$ cat src/rtl/cic_decim_sched.sv
// Sequencing controller for the CIC decimator: input/output strobes,
// programmable rate applied on output boundaries, and warm-up masking.
//
// Ports:
//   clock, reset_n      : clock, async active-low reset
//   enable              : run request
//   sample_strobe       : one-cycle pulse per raw input sample
//   rate_in, rate_wr    : requested rate and its write pulse
//   cic_enable          : decimator enable (high outside IDLE)
//   strobe_in           : registered input-sample strobe
//   strobe_out          : output-sample strobe
//   valid_out           : strobe_out once the comb history has settled
//   rate_cur            : rate in force
//   rate_pending        : a written rate waits for a boundary
//   rate_err            : pulse on a rejected (zero) rate write
//   settling            : high in WARMUP
module cic_decim_sched #(
    parameter int RATE_W       = 8,
    parameter int STAGES       = 4,
    parameter int DEFAULT_RATE = 16
) (
    input  logic              clock,
    input  logic              reset_n,
    input  logic              enable,
    input  logic              sample_strobe,
    input  logic [RATE_W-1:0] rate_in,
    input  logic              rate_wr,
    output logic              cic_enable,
    output logic              strobe_in,
    output logic              strobe_out,
    output logic              valid_out,
    output logic [RATE_W-1:0] rate_cur,
    output logic              rate_pending,
    output logic              rate_err,
    output logic              settling
);

    localparam int WU_W = $clog2(STAGES + 1);

    typedef enum logic [1:0] {
        IDLE   = 2'd0,
        WARMUP = 2'd1,
        RUN    = 2'd2
    } state_t;

    state_t            state;
    state_t            state_nxt;
    logic [RATE_W-1:0] dec_cnt;
    logic [RATE_W-1:0] dec_nxt;
    logic [WU_W-1:0]   wu_cnt;
    logic [WU_W-1:0]   wu_nxt;
    logic [RATE_W-1:0] rate_pend_val;
    logic              wr_ok;
    logic              apply;

    assign wr_ok = rate_wr && (rate_in != '0);

    // A pending rate lands at once in IDLE, otherwise on the cycle after
    // an output strobe (the value must predate that strobe).
    assign apply = rate_pending &&
                   ((state == IDLE) || (strobe_out && enable));

    // State register
    always_ff @(posedge clock or negedge reset_n) begin
        if (!reset_n) begin
            state   <= IDLE;
            dec_cnt <= '0;
            wu_cnt  <= '0;
        end else begin
            state   <= state_nxt;
            dec_cnt <= dec_nxt;
            wu_cnt  <= wu_nxt;
        end
    end

    // Next-state logic
    always_comb begin
        state_nxt = state;
        dec_nxt   = dec_cnt;
        wu_nxt    = wu_cnt;
        if (!enable) begin
            state_nxt = IDLE;
            dec_nxt   = '0;
            wu_nxt    = '0;
        end else begin
            unique case (state)
                IDLE: begin
                    state_nxt = WARMUP;
                    wu_nxt    = WU_W'(STAGES);
                    dec_nxt   = '0;
                end
                default: begin
                    if (apply) begin
                        // Comb history is stale after a rate change.
                        state_nxt = WARMUP;
                        wu_nxt    = WU_W'(STAGES);
                        dec_nxt   = rate_pend_val - RATE_W'(1);
                    end else if (strobe_in) begin
                        if (dec_cnt == '0)
                            dec_nxt = rate_cur - RATE_W'(1);
                        else
                            dec_nxt = dec_cnt - RATE_W'(1);
                        if (strobe_out && state == WARMUP) begin
                            wu_nxt = wu_cnt - WU_W'(1);
                            if (wu_cnt == WU_W'(1))
                                state_nxt = RUN;
                        end
                    end
                end
            endcase
        end
    end

    // Output logic
    always_comb begin
        cic_enable = (state != IDLE);
        settling   = (state == WARMUP);
        strobe_out = strobe_in && (dec_cnt == '0) && (state != IDLE);
        valid_out  = strobe_out && (state == RUN);
    end

    // Strobe, rate and error registers
    always_ff @(posedge clock or negedge reset_n) begin
        if (!reset_n) begin
            strobe_in     <= 1'b0;
            rate_err      <= 1'b0;
            rate_cur      <= RATE_W'(DEFAULT_RATE);
            rate_pend_val <= '0;
            rate_pending  <= 1'b0;
        end else begin
            strobe_in <= sample_strobe && enable;
            rate_err  <= rate_wr && (rate_in == '0);
            if (apply)
                rate_cur <= rate_pend_val;
            if (wr_ok) begin
                rate_pend_val <= rate_in;
                rate_pending  <= 1'b1;
            end else if (apply) begin
                rate_pending <= 1'b0;
            end
        end
    end

endmodule

$ cat config.mk
export PLATFORM = sky130hd
export DESIGN_NAME = cic_decim_sched
export DESIGN_NICKNAME = d
export VERILOG_FILES = /design/src/rtl/cic_decim_sched.sv
export SDC_FILE = /design/constraint.sdc
export NUM_CORES = 1
export LEC_CHECK = 0
export ABC_AREA = 1
export ABC_CLOCK_PERIOD_IN_PS = 2100
export BUFFER_PORTS_ARGS = -buffer_cell sky130_fd_sc_hd__buf_4
export CAP_MARGIN = 15
export CORE_MARGIN = 2
export CORE_UTILIZATION = 50
export CTS_CLUSTER_DIAMETER = 150
export CTS_CLUSTER_SIZE = 12
export DETAILED_ROUTE_END_ITERATION = 16
export PLACE_DENSITY = 0.79
export SYNTH_ARGS = -nofsm -noshare
export SYNTH_HDL_FRONTEND = slang
export SYNTH_SLANG_ARGS = --single-unit
export TNS_END_PERCENT = 30
$ cat constraint.sdc
create_clock -name clock -period 2.1 [get_ports clock]
set_input_delay 0 -clock clock [delete_from_list [all_inputs] [get_ports clock]]
set_output_delay 0 -clock clock [all_outputs]
set_load 0.05 [all_outputs]
==> flow_summary.toml, run 1 <==
[outcome]
status = "finished clean"

[yosys]
ys_ff_latch = 32
yosys_warnings = 0
syn_nets = 217
yosys.area.top_type_share_pct = 46.0
ys_top_cells_by_area = "dfrtp_1, nand2_1, inv_1, mux2_2, nor2_1"
synth_flop_cell = "dfrtp_1"
syn_area_per_cell_sq_um = 8.38
synth_edf_count = 0
synth_largest_area_cell = "dfrtp_1"
syn_inst = 201
syn-cell-area_sq_mm = 0.00169
async_flop_share_pct = 100
synth_common_cells = "nand2_1, dfrtp_1, inv_1"
yosysMostFrequentCell = "nand2_1"
yosys.cell_types.count = 28
ys_seq_area_share_pct = 47.6

[setup_path]
critPathTopFamily = "simple AND/OR/NAND/NOR gates"
crit_start = "dec_cnt[3]"
crit_path_end_kind = "flop"
critPathMaxStageDelay_ns = 0.43
slowest_stage = "dfrtp_1"
reg2regPathDepth = 15
crit_fanout = 9
endpoint = "dec_cnt[6]"
r2r-start = "dec_cnt[3]"
crit_buf_inv = 1
rrSetupSlack_ns = 0.09
cp_num_cells = 15
r2r-end = "dec_cnt[6]"
crit_path_cell_trace = "nor2_2, nand2_2, nor2_8, nand3_4, nand2_4, nand2_4, nand2_1, nand2_1, inv_1, ha_2, nand2_1, nor2_4, nand3b_1, nand3_1, nand2_1"
arrival_ns = 2.25
crit_top_cell = "nand2_1"
crit_required_ns = 2.34
start_kind = "flop"
path_class = "reg2reg"

[routing]
dr_total_vias = 1502
drcViolationCount = 0
firstDrtPassIters = 4
detail_route.wl_per_cell_microns = 12.3
totalWireLength_microns = 3740
drtIter0Drc = 44
postRouteAntennaNets = 0
drt-vias-per-instance = 4.96

[cells_and_area]
fin_nets = 272
drive_gt1_share_pct = 30.0
multi_input_area_sq_um = 796
num-fill-cells = 275
n_antenna_cell = 0
fin_cells = 303
stdcell_area_sq_mm = 0.00223
seqCellArea_sq_um = 803
area_delta_synth_final_pct = 32.4

[run]
maxCapViolCount = 0

[timing]
fin_crit_ns = 2.01
finalSetupTns_ns = 0
tightest_slew_ns = 0.386
max_freq_mhz = 497
setup_violations = 0
grt_setup_unrepaired = "true"
holdWs_ns = 0.175
timing.final.ws_setup_ns = 0.0894
drv_slew = 0
finClkSkew_ns = 0.00584
post-route-period-util_pct = 95.7
finalHoldViolCount = 0
maxSlewHeadroom_pct = 74.3

[placed_design]
hpwlAfterDp_microns = 2740
pre_cts_ws_ns = 0.0371
placedInstanceArea_sq_mm = 0.00199
place_congestion = 0.872
numPortBuffers = 27
post-place-cells = 279

[floorplan]
core_area_sq_mm = 0.00328
rows = 21
die_w_microns = 62.1
chipHeight_microns = 62.1
die_area_sq_mm = 0.00385
io_pins = 28
start_util_pct = 51.3

[clock_tree]
cts.sinks = 32
cts_root_buf = "clkbuf_4"
htreeDepth = 2
cts_buffers = 5
clock_path_buffers = 2
clkLatencyLatePin_ns = 0.34
cts_tree = "yes"
path_clk_slew_ns = 0.09

[grt]
grt_pass1_wl_microns = 5880
grt_max_degree = 33
grtUsageTotal_pct = 21.6
antenna_found_initial = 0
overflow = 0
grt_pass1_vias = 1303

[pwr]
ir_drop_mv = 0.447
p_per_area_mw_per_mm2 = 890
p_leak_nw = 1.12

[min_path]
min_path_type = "in2async"
[metrics by stage]
step | util, % | power [mW]
finish | 67.9 | 1.99
global route | 67.9 | 2.11
CTS | 66.5 | 1.94
detailed placement | 60.5 | 1.56
global placement | 60.5 | 1.54
floorplan | - | 1.33
[worst min-delay path by stage]
stage | startpoint | endpoint | depth (start not counted)
finish | reset_n | rate_pend_val[4] | 2
global route | reset_n | rate_pend_val[2] | 2
CTS | reset_n | rate_pend_val[4] | 2
detailed placement | reset_n | wu_cnt[0] | 1
global placement | reset_n | wu_cnt[0] | 1
floorplan | reset_n | dec_cnt[0] | 0
[routing by layer]
metal,routed length (microns),global-route usage [%]
met1,1710,28.5
met2,1820,34.5
met3,155,3.31
met4,61,10.9
met5,0,0
[power breakdown]
part           total, mW  internal (mW)  switching [mW]  leakage, nW
clock              0.364          0.165           0.199       0.0326
combinational      0.855          0.319           0.537        0.691
sequential         0.767          0.697          0.0703        0.402
total               1.99           1.18           0.806         1.12
[flip-flops by register name (all words and copies together) (netlist names)]
name,flops
dec_cnt,8
state,2
rate_pend_val,8
wu_cnt,3
rate_err,1
strobe_in,1
rate_cur,8
rate_pending,1
[cell families (layout without fill, tap and decap cells)]
kind of cell    count (synthesis)  after routing  synth area share, %
fa+ha+maj                       3              3                 2.23
mux                             7              7                 4.68
flops                          32             32                 47.6
compound gates                 25             25                 8.54
xor+xnor                        3              3                 1.56
buf+inv                        31             87                 7.35
simple gates                  100            100                 28.1
[placed cells by master (no fill, tap or decap), types with 2 or more instances in the layout]
master | netlist | final
nand2_1 | 57 | 55
buf_4 | 0 | 35
dfrtp_1 | 31 | 30
inv_1 | 26 | 25
dlygate4sd3_1 | 0 | 14
nand3_1 | 10 | 10
nor2_1 | 15 | 9
o21ai_0 | 9 | 9
a21oi_1 | 8 | 8
mux2_2 | 7 | 7
nor2_2 | 2 | 6
nand2_2 | 3 | 5
inv_2 | 4 | 5
clkbuf_4 | 0 | 5
nor3_1 | 3 | 3
nand3b_1 | 3 | 3
nor2_4 | 1 | 3
o22ai_1 | 3 | 3
nand2_4 | 2 | 2
o21ai_1 | 3 | 2
xor2_1 | 2 | 2
ha_1 | 3 | 2
clkbuf_1 | 0 | 2
[area by class of cell]
| cell class | count | area share (%) |
|---|---|---|
| sequential | 32 | 36.0 |
| multi-input combinational | 138 | 35.7 |
| timing repair buffer | 49 | 18.1 |
| inverter | 30 | 5.05 |
| clock buffer | 8 | 2.64 |
| tap | 46 | 2.58 |
[repair_timing]
item | CTS | global route
buffers inserted | 0 | 2
hold buffers | 14 | 0
resized for setup | 0 | 10
endpoints found under the setup margin | 0 | 5
endpoints found under the hold margin | 44 | 0
Power figures use the tool's default switching activity.
==> inputs of run 2 (changes only) <==
Settings changed: BUFFER_PORTS_ARGS -buffer_cell sky130_fd_sc_hd__buf_4 to -buffer_cell sky130_fd_sc_hd__buf_2.
==> run 2 against run 1 <==
  * Combinational power about the same
  * Sequential power decreased by 0.7%
  * Sequential share of layout area increased by 0.66 points
  * Core utilization decreased by 1.2 points
  * Via count unchanged
  * Cell area decreased by 1.8%
  * Clock skew increased by 0.00087 ns
  * Fmax increased by 2.2%
  * Die area unchanged
  * Cell count increased by 0.33%
  * Clock power increased by 9.3%
  * Hold slack improved by 0.061 ns
  * Critical endpoint unchanged
  * Largest power group unchanged
==> flow_summary.toml, run 2 (same netlist as run 1, synthesis figures left out) <==
[outcome]
status = "finished clean"

[timing]
finClkSkew_ns = 0.00671
timing.final.ws_setup_ns = 0.132
finalSetupTns_ns = 0
grt_setup_unrepaired = "true"
tightest_slew_ns = 0.677
finalHoldViolCount = 0
post-route-period-util_pct = 93.7
max_freq_mhz = 508
fin_crit_ns = 1.97
drv_slew = 0
setup_violations = 0
maxSlewHeadroom_pct = 54.8

[setup_path]
crit_fanout = 4
crit_path_end_kind = "flop"
rrSetupSlack_ns = 0.13
path_class = "reg2reg"
start_kind = "flop"
arrival_ns = 2.20
crit_required_ns = 2.33
r2r-end = "dec_cnt[6]"
r2r-start = "dec_cnt[3]"
reg2regPathDepth = 16

[pwr]
comb_power_share_pct = 42.4
p_sw_share_pct = 40.7
p_int_mw = 1.20
power_frac_seq_pct = 37.8
ir_drop_mv = 0.545
switchingPower_uw = 819
p_clk_share_pct = 19.8
p_leak_nw = 1.12
p_per_area_mw_per_mm2 = 920

[floorplan]
rows = 21
die_w_microns = 62.1
die_area_sq_mm = 0.00385
core_area_sq_mm = 0.00328
io_pins = 28
start_util_pct = 51.3
chipHeight_microns = 62.1

[grt]
grt_pass1_wl_microns = 6260
overflow = 0
grt_max_degree = 33
antenna_found_initial = 0
grt_pass1_vias = 1398
grtUsageTotal_pct = 22.7

[min_path]
min_path_type = "in2async"

[cells_and_area]
area_delta_synth_final_pct = 30.0
final_cell_mix = "nand2_1, dfrtp_1, buf_2, inv_1, dlygate4sd3_1"
fin_nets = 273
final_common_cell = "nand2_1"
n_antenna_cell = 0
fin_cells = 304
reg_top3 = "dec_cnt: 8 flops, rate_cur: 8 flops, rate_pend_val: 8 flops"
drive_gt1_share_pct = 31.8
num-fill-cells = 253

[clock_tree]
cts.sinks = 32
cts_buffers = 5
path_clk_slew_ns = 0.10
htreeDepth = 2
cts_root_buf = "clkbuf_4"
clock_path_buffers = 2
clkLatencyLatePin_ns = 0.33
cts_tree = "yes"

[run]
maxCapViolCount = 0

[routing]
detail_route.wl_per_cell_microns = 12.3
dr_total_vias = 1502
postRouteAntennaNets = 0
drcViolationCount = 0
totalWireLength_microns = 3740
drtIter0Drc = 64
firstDrtPassIters = 4
drt-vias-per-instance = 4.94

[placed_design]
hpwlAfterDp_microns = 2730
post-place-cells = 279
place_congestion = 0.883
numPortBuffers = 27
pre_cts_ws_ns = 0.00421
[run 2: changes by cell type in the layout (fill, tap and decap cells not counted), sizes merged]
cell	previous run	this run
buf	35	36
[run 2: power by group through the flow]
stage | Combinational [mW] | Clock [mW] | Sequential, mW
2_1_floorplan | 0.442 | 0 | 0.886
3_3_place_gp | 0.742 | 0 | 0.768
3_5_place_dp | 0.751 | 0 | 0.772
4_1_cts | 0.774 | 0.405 | 0.760
5_1_grt | 0.942 | 0.450 | 0.772
6_report | 0.855 | 0.398 | 0.762
[run 2: critical path: stages, from the launching register on]
cell	delay [ns]
dfrtp_1	0.43
nor2_1	0.12
nand2_2	0.10
nor2_8	0.15
buf_4	0.13
inv_1	0.06
o21ai_1	0.17
nand2_2	0.08
nand2_2	0.07
inv_2	0.05
ha_4	0.16
nand2_2	0.09
nor2_4	0.05
nand2_1	0.06
nand2_1	0.05
nand3_1	0.07
nand2_1	0.05
[run 2: worst max-delay path by stage]
stage                          start          to  slack (ns)  cells after the start
after floorplan            strobe_in  dec_cnt[6]        0.02                     15
after global placement    dec_cnt[6]  dec_cnt[6]         0.1                     15
after detailed placement  dec_cnt[6]  dec_cnt[6]       0.004                     15
after CTS                 dec_cnt[7]  dec_cnt[6]        0.04                     15
after global routing      dec_cnt[2]  dec_cnt[5]       -0.04                     16
final                     dec_cnt[3]  dec_cnt[6]        0.13                     16
[run 2: what timing repair did]
item,in CTS,in global routing
gates cloned,0,0
endpoints found under the hold margin,43,0
gates resized for setup,1,14
setup endpoints to repair,1,6
buffers inserted,0,3
pin swaps,0,8
hold buffers,14,0
[run 2: cell type report]
class | instances | area (sq um) | area share [%]
Inverter | 30 | 113 | 5.14
Tap cell | 46 | 57.6 | 2.63
Multi-Input combinational cell | 138 | 806 | 36.8
Timing Repair Buffer | 50 | 343 | 15.6
Sequential cell | 32 | 803 | 36.7
Clock buffer | 8 | 68.8 | 3.14
[run 2: stage by stage]
stage | cell area [sq um] | util, % | total power [mW] | hold slack, ns
global route | 2190 | 66.7 | 2.16 | 0.300
finish | 2190 | 66.7 | 2.02 | 0.236
detailed placement | 1920 | 58.4 | 1.52 | 0.0768
floorplan | 1690 | - | 1.33 | -0.296
CTS | 2130 | 64.8 | 1.94 | 0.256
global placement | 1920 | 58.4 | 1.51 | 0.0822
[run 2: metal layers]
| metal | part of all wire (%) | vias to the layer above | GRT usage [%] |
|---|---|---|---|
| li1 | - | 750 | - |
| met1 | 46 | 708 | 29.1 |
| met2 | 49 | 40 | 36.8 |
| met3 | 4.0 | 4 | 6.63 |
| met4 | 1.2 | 0 | 7.90 |
| met5 | 0 | - | 0 |
